$ cat config.mk
export PLATFORM = sky130hd
export DESIGN_NAME = serial_adder_flat
export DESIGN_NICKNAME = d
export VERILOG_FILES = /design/src/rtl/serial_adder_if.sv /design/src/rtl/serial_adder.sv /design/src/flat_wrapper.sv
export SDC_FILE = /design/constraint.sdc
export NUM_CORES = 1
export LEC_CHECK = 0
export CAP_MARGIN = 20
export CORE_MARGIN = 8
export CORE_UTILIZATION = 29
export DETAILED_ROUTE_END_ITERATION = 7
export SLEW_MARGIN = 20
export SYNTH_ARGS = -nofsm -noshare
export SYNTH_HDL_FRONTEND = slang
export SYNTH_SLANG_ARGS = --single-unit
$ cat constraint.sdc
create_clock -name clk -period 1.6 [get_ports clk]
set_input_delay 0.48 -clock clk [delete_from_list [all_inputs] [get_ports clk]]
set_output_delay 0.48 -clock clk [all_outputs]
set_load 0.01 [all_outputs]
$ cat src/rtl/serial_adder_if.sv
// Operand/result bundle for the bit-serial adder.
interface serial_adder_if #(parameter int WIDTH = 8);
  logic             start;
  logic [WIDTH-1:0] a;
  logic [WIDTH-1:0] b;
  logic             cin;
  logic [WIDTH-1:0] sum;
  logic             cout;
  logic             busy;
  logic             done;

  modport master (output start, a, b, cin, input  sum, cout, busy, done);
  modport slave  (input  start, a, b, cin, output sum, cout, busy, done);
endinterface

$ cat src/rtl/serial_adder.sv
// Bit-serial adder: one full-adder slice, LSB first, WIDTH shift cycles per add.
// Result registers update only on the SHIFT->DONE edge, so no partial sum is ever visible.
module serial_adder #(
  parameter int WIDTH = 8
) (
  input  logic          clk,
  input  logic          rst,
  serial_adder_if.slave bus
);
  localparam int CW = $clog2(WIDTH + 1);

  typedef enum logic [1:0] {IDLE = 2'd0, SHIFT = 2'd1, DONE = 2'd2} state_t;

  state_t           state;
  logic [WIDTH-1:0] a_sr, b_sr, res_sr, res_next, sum_q;
  logic             c, c_next, bit_s, cout_q, busy_q, done_q;
  logic [CW-1:0]    cnt;

  always_comb begin
    bit_s    = a_sr[0] ^ b_sr[0] ^ c;
    c_next   = (a_sr[0] & b_sr[0]) | (a_sr[0] & c) | (b_sr[0] & c);
    res_next = res_sr >> 1;
    res_next[WIDTH-1] = bit_s;
  end

  always_ff @(posedge clk) begin
    if (rst) begin
      state  <= IDLE;
      a_sr   <= '0;
      b_sr   <= '0;
      res_sr <= '0;
      c      <= 1'b0;
      cnt    <= '0;
      sum_q  <= '0;
      cout_q <= 1'b0;
      busy_q <= 1'b0;
      done_q <= 1'b0;
    end else begin
      case (state)
        IDLE: begin
          done_q <= 1'b0;
          if (bus.start) begin
            a_sr   <= bus.a;
            b_sr   <= bus.b;
            c      <= bus.cin;
            cnt    <= '0;
            busy_q <= 1'b1;
            state  <= SHIFT;
          end
        end
        SHIFT: begin
          a_sr   <= a_sr >> 1;
          b_sr   <= b_sr >> 1;
          res_sr <= res_next;
          c      <= c_next;
          cnt    <= cnt + CW'(1);
          // cnt counts completed bit pairs; this edge finishes the last one
          if (cnt == CW'(WIDTH - 1)) begin
            sum_q  <= res_next;
            cout_q <= c_next;
            busy_q <= 1'b0;
            done_q <= 1'b1;
            state  <= DONE;
          end
        end
        DONE: begin
          done_q <= 1'b0;
          state  <= IDLE;
        end
        default: begin
          busy_q <= 1'b0;
          done_q <= 1'b0;
          state  <= IDLE;
        end
      endcase
    end
  end

  assign bus.sum  = sum_q;
  assign bus.cout = cout_q;
  assign bus.busy = busy_q;
  assign bus.done = done_q;
endmodule

$ cat src/flat_wrapper.sv
// flat-port wrapper written by rule: the top's interface ports become plain ports
module serial_adder_flat 
#(
  parameter int WIDTH = 8
)
  (clk, rst, bus_start, bus_a, bus_b, bus_cin, bus_sum, bus_cout, bus_busy, bus_done);
  serial_adder_if #(.WIDTH(WIDTH)) bus_i ();
  input  logic clk;
  input  logic rst;
  input wire logic [$bits(bus_i.start)-1:0] bus_start;
  input wire logic [$bits(bus_i.a)-1:0] bus_a;
  input wire logic [$bits(bus_i.b)-1:0] bus_b;
  input wire logic [$bits(bus_i.cin)-1:0] bus_cin;
  output wire logic [$bits(bus_i.sum)-1:0] bus_sum;
  output wire logic [$bits(bus_i.cout)-1:0] bus_cout;
  output wire logic [$bits(bus_i.busy)-1:0] bus_busy;
  output wire logic [$bits(bus_i.done)-1:0] bus_done;
  assign bus_i.start = bus_start;
  assign bus_i.a = bus_a;
  assign bus_i.b = bus_b;
  assign bus_i.cin = bus_cin;
  assign bus_sum = bus_i.sum;
  assign bus_cout = bus_i.cout;
  assign bus_busy = bus_i.busy;
  assign bus_done = bus_i.done;
  serial_adder #(.WIDTH(WIDTH)) u_core (.clk(clk), .rst(rst), .bus(bus_i));
endmodule
Yosys cells after proc, flatten, opt, wreduce, memory -nomap -nowiden
Index checks and enable logic that the tools add are counted.

storage, ports and cells
  register bits after elaboration = 42
  bits in latches = 0
  RAM bits = 0
  ROM bits = 0
  bits of input ports = 20
  logic and storage cells = 46
  memories = 0

cells by class
  add/sub/neg operators = 1
  multipliers = 0
  divide/modulo/power cells = 0
  magnitude comparators = 0
  equality and inequality tests = 5
  shifts and indexed selects = 0
  mux-type cells = 14
  bitwise logic cells = 9
  reduce and logical (&&, ||, !) cells = 7

operators by type and width
  operator                                       number
  case mux 8 bit (2 select lines)                2
  2-to-1 mux 8 bit                               2
  case mux 4 bit (2 select lines)                1
  AND reduction 2 bit                            3
  adder 4 x 1 -> 4 bit, second input constant    1
  == test 4 x 3 -> 1 bit, second input constant  1
  2-to-1 mux 2 bit                               2
  2-to-1 mux 4 bit                               1
  case mux 2 bit (2 select lines)                1
  AND 1 bit                                      3
  2-to-1 mux 1 bit                               3
  case mux 1 bit (3 select lines)                1
  AND reduction 3 bit                            1
  == test 2 x 1 -> 1 bit, second input constant  1
  == test 2 bit, second input constant           1
  zero test 2 bit                                1
  != test 2 x 1 -> 1 bit, second input constant  1
  != test 2 bit, second input constant           1
  inverter 1 bit                                 2
  bitwise OR 1 bit                               2
  case mux 1 bit (2 select lines)                1
  nonzero test 2 bit                             1
  OR reduction 2 bit                             1
  bitwise XOR 1 bit                              2

Depth between registers and ports, before layout
  depth after elaboration = 4
  depth in mapped cells = 6
  mapped depth without buffers = 4

Worst setup path before layout
OpenSTA, ideal clock, no wires.

  kind = input port to flip-flop
  start point = input port rst
  end point = register u_core.b_sr[6]
  arrival = 1.097 ns
  data required time = 1.481 ns
  setup slack = 0.385 ns
  stages = 4
  buffers on the path = 2
  path through = clkbuf_1 > clkbuf_1 > a21oi_1 > o221a_2

RTL lines
  item                  line                RTL
  start, declared       flat_wrapper.sv:9   input logic rst;
  end signal, assigned  serial_adder.sv:44  b_sr <= bus.b;
  end signal, assigned  serial_adder.sv:53  b_sr <= b_sr >> 1;
  end, declared         serial_adder.sv:15  logic [WIDTH-1:0] a_sr, b_sr, res_sr, res_next, sum_q;

Worst setup path in the final report
  start point = input port bus_start
  end point = register u_core.a_sr[0]

between the ends
  word-level cells in the longest chain between the ends = 2

ends and longest elaborated chain
  item                                  line                RTL
  start, declared                       flat_wrapper.sv:10  input wire logic [$bits(bus_i.start)-1:0] bus_start;
  != test 2 bit (no source line)        --
  AND reduction 2 bit (no source line)  --
  end signal, assigned                  serial_adder.sv:43  a_sr <= bus.a;
  end signal, assigned                  serial_adder.sv:52  a_sr <= a_sr >> 1;
  end, declared                         serial_adder.sv:15

Every way passes these cells.
A chain may end at the register's enable or synchronous reset.

==> flow_summary.yaml <==
placement:
  port_buffers: 30
  place_hpwl_mm: 3.11
  pre_cts_slack_ns: -0.153
  detailed_place.area_um2: 2310
  place.gp.congestion: 0.729
logic_synthesis:
  yosys_register_bits: 41
  syn_nets: 258
  synthDistinctLibCells: 30
  syn-cell-area_um2: 1890
  synth.area.top_cells: "dfxtp_1 (43%), a21oi_1 (13%), o221a_2 (8.9%), nor2_1 (5.8%), nand2_1 (3.6%)"
  synth_top_area_cell: "dfxtp_1"
  ys_seq_area_share_pct: 43.4
  synth_enable_flop_cells: 0
  yosysMostFrequentCell: "a21oi_1"
  ys_top_cells_by_count: "a21oi_1 (48), dfxtp_1 (41), nor2_1 (29)"
  synthArstFlopShare_pct: 0
  synth.avg_cell_area_um2: 8.02
  ys.warnings.count: 0
  synthFlopType: "dfxtp_1"
  synthCells: 236
  synth_top_area_share_pct: 43.4
clocking:
  cts_setup_buffers: 0
  cts_buffer_depth: 2
  cts-buffers-inserted: 5
  htreeDepth: 2
  cts_tree: "yes"
  worst_skew_pair.late_latency_ns: 0.29
  cts.sinks: 41
  post_cts_resized: 11
  cts_hold_buf: 0
  clk_pin_slew_ns: 0.08
  clockRootBuffer: "clkbuf_8"
power_and_ir_drop:
  netSwitchingPower_uw: 546
  p_sw_share_pct: 26.4
  intPower_uw: 1520
  p_comb_share_pct: 14.1
  clockPowerShare_pct: 32.3
  peakVddDrop_uv: 381
  p_leak_uw: 0.000938
  power_frac_seq_pct: 53.6
  power_density_nw_per_um2: 867
timing:
  tightest_slew_ns: 0.447
  period_minus_slack_ns: 1.45
  finalCritPeriodShare_pct: 90.8
  finalHoldViolations: 0
  rsz0062_at_grt: "no"
  setup_viol: 0
  max_slew_margin_pct: 70.1
  fin_ws_ns: 0.148
  skew_ns: 0.00553
  drv_slew: 0
  max_clock_freq_mhz: 689
layout:
  num-nets-final: 284
  drive_gt1_share_pct: 13.7
  postLayoutCoreUtil_pct: 37.5
  diodes: 0
  syn2layout_area_growth_pct: 25.9
  final_area_um2: 2380
detailed_routing:
  antenna_left: 0
  route.detailed.drc: 0
  drt_iter0_drc: 54
  first_pass_iters: 4
  routedWlPerCell_um: 13.5
  totalWireLength_mm: 4.59
  viasPerCell: 4.97
  vias: 1689
die:
  start_util_pct: 29.8
  fp.dieW_um: 96.8
  boundaryPins: 31
  rows: 29
  die_h_um: 96.8
  core_area_um2: 6350
  dieArea_um2: 9370
worst_setup_path:
  end_kind: "register"
  cp.required_ns: 1.83
  cp-start-kind: "input pin"
  crit_fanout: 28
  crit_arrival_ns: 1.69
  path_class: "in -> reg"
global_route:
  grt_max_degree: 30
  antenna_found_initial: 0
  grt-ovfl-total: 0
  grt_pass1_wl_mm: 7.88
  grt_pass1_vias: 1665
  grt_util_all_layers_pct: 9.73
run:
  maxCapViolCount: 0
run_status:
  status: "completed"
hold_path:
  hp-class: "reg -> reg"
-- power groups by stage --
stage / Clock, µW / Sequential, µW / Combinational [µW]
after floorplan: 0 / 1120 / 184
after global placement: 0 / 1130 / 287
after detailed placement: 0 / 1130 / 291
after CTS: 683 / 1110 / 292
after global routing: 730 / 1120 / 324
final: 668 / 1110 / 291
-- cell families after synthesis --
kind of cell             synth area share [%]
flip-flops                               43.4
AO/OA/AOI/OAI                            27.8
AND/OR/NAND/NOR                          17.8
buffers and inverters                    8.86
adder cells (fa/ha/maj)                  1.72
multiplexers                            0.529
-- state kept, by name, indices dropped and copies added (netlist names) --
signal,count
u_core.c,1
u_core.bus.cout,1
u_core.bus.sum,8
u_core.b_sr,8
u_core.res_sr,7
u_core.a_sr,8
u_core.state,2
u_core.bus.done,1
u_core.bus.busy,1
u_core.cnt,4
-- per-stage QoR --
stage,total power [µW],TNS (ns),hold WS [ns],std cells
CTS,2080,0,0.459,340
finish,2070,0,0.460,340
global route,2170,0,0.500,340
global placement,1420,-2.08,0.441,332
floorplan,1310,0,0.437,236
detailed placement,1420,-2.44,0.446,332
-- layout by cell type (no fill, tap or decap) --
| cell | instances |
|---|---|
| clkdlybuf4s50_1 | 19 |
| nor3b_1 | 1 |
| o221a_2 | 15 |
| buf_12 | 4 |
| clkbuf_8 | 5 |
| o21bai_1 | 2 |
| and3b_1 | 1 |
| a211oi_1 | 1 |
| nand2b_4 | 1 |
| buf_4 | 7 |
| or2_2 | 1 |
| a22oi_1 | 1 |
| clkinvlp_4 | 1 |
| or3_1 | 1 |
| nor2_1 | 29 |
| dlygate4sd2_1 | 11 |
| nand3b_1 | 2 |
| a21oi_1 | 48 |
| nand2b_1 | 1 |
| ha_1 | 1 |
| inv_1 | 15 |
| a31oi_1 | 1 |
| o22ai_1 | 2 |
| nor2b_1 | 5 |
| dfxtp_1 | 41 |
| fa_1 | 1 |
| clkinv_2 | 2 |
| o21ai_0 | 10 |
| nand3_1 | 11 |
| o22a_1 | 2 |
| nand2_1 | 18 |
| mux2i_1 | 1 |
| nor3_1 | 2 |
-- worst max-delay path, stage by stage --
cell and delay, ns:
clkdlybuf4s50_1 0.60, buf_12 0.21, nor2_1 0.05, a21oi_1 0.13
o221a_2 0.21
-- layer usage --
layer  routed length (µm)  track usage [%]
met5                    0                0
met4                   36             2.49
met3                  244             2.92
met2                 2120             16.3
met1                 2190             11.8
-- final cells by class --
type	instances	area [µm²]
Inverter	15	56.3
Sequential cell	41	821
Tap cell	77	96.3
Fill cell	630	3970
Clock inverter	3	17.5
Multi-Input combinational cell	158	905
Timing Repair Buffer	41	419
Clock buffer	5	68.8
-- worst paths after layout --
kind              depth (start not counted)  slack (ns)              from           endpoint
setup / recovery                          5        0.15         bus_start     u_core.a_sr[0]
hold / removal                            2        0.46  u_core.res_sr[1]   u_core.res_sr[1]
setup reg to reg                          4        0.20     u_core.cnt[0]  u_core.bus.sum[1]
hold reg to reg                           2        0.46  u_core.res_sr[1]   u_core.res_sr[1]
Note: power is estimated with default switching activity, not from simulation.
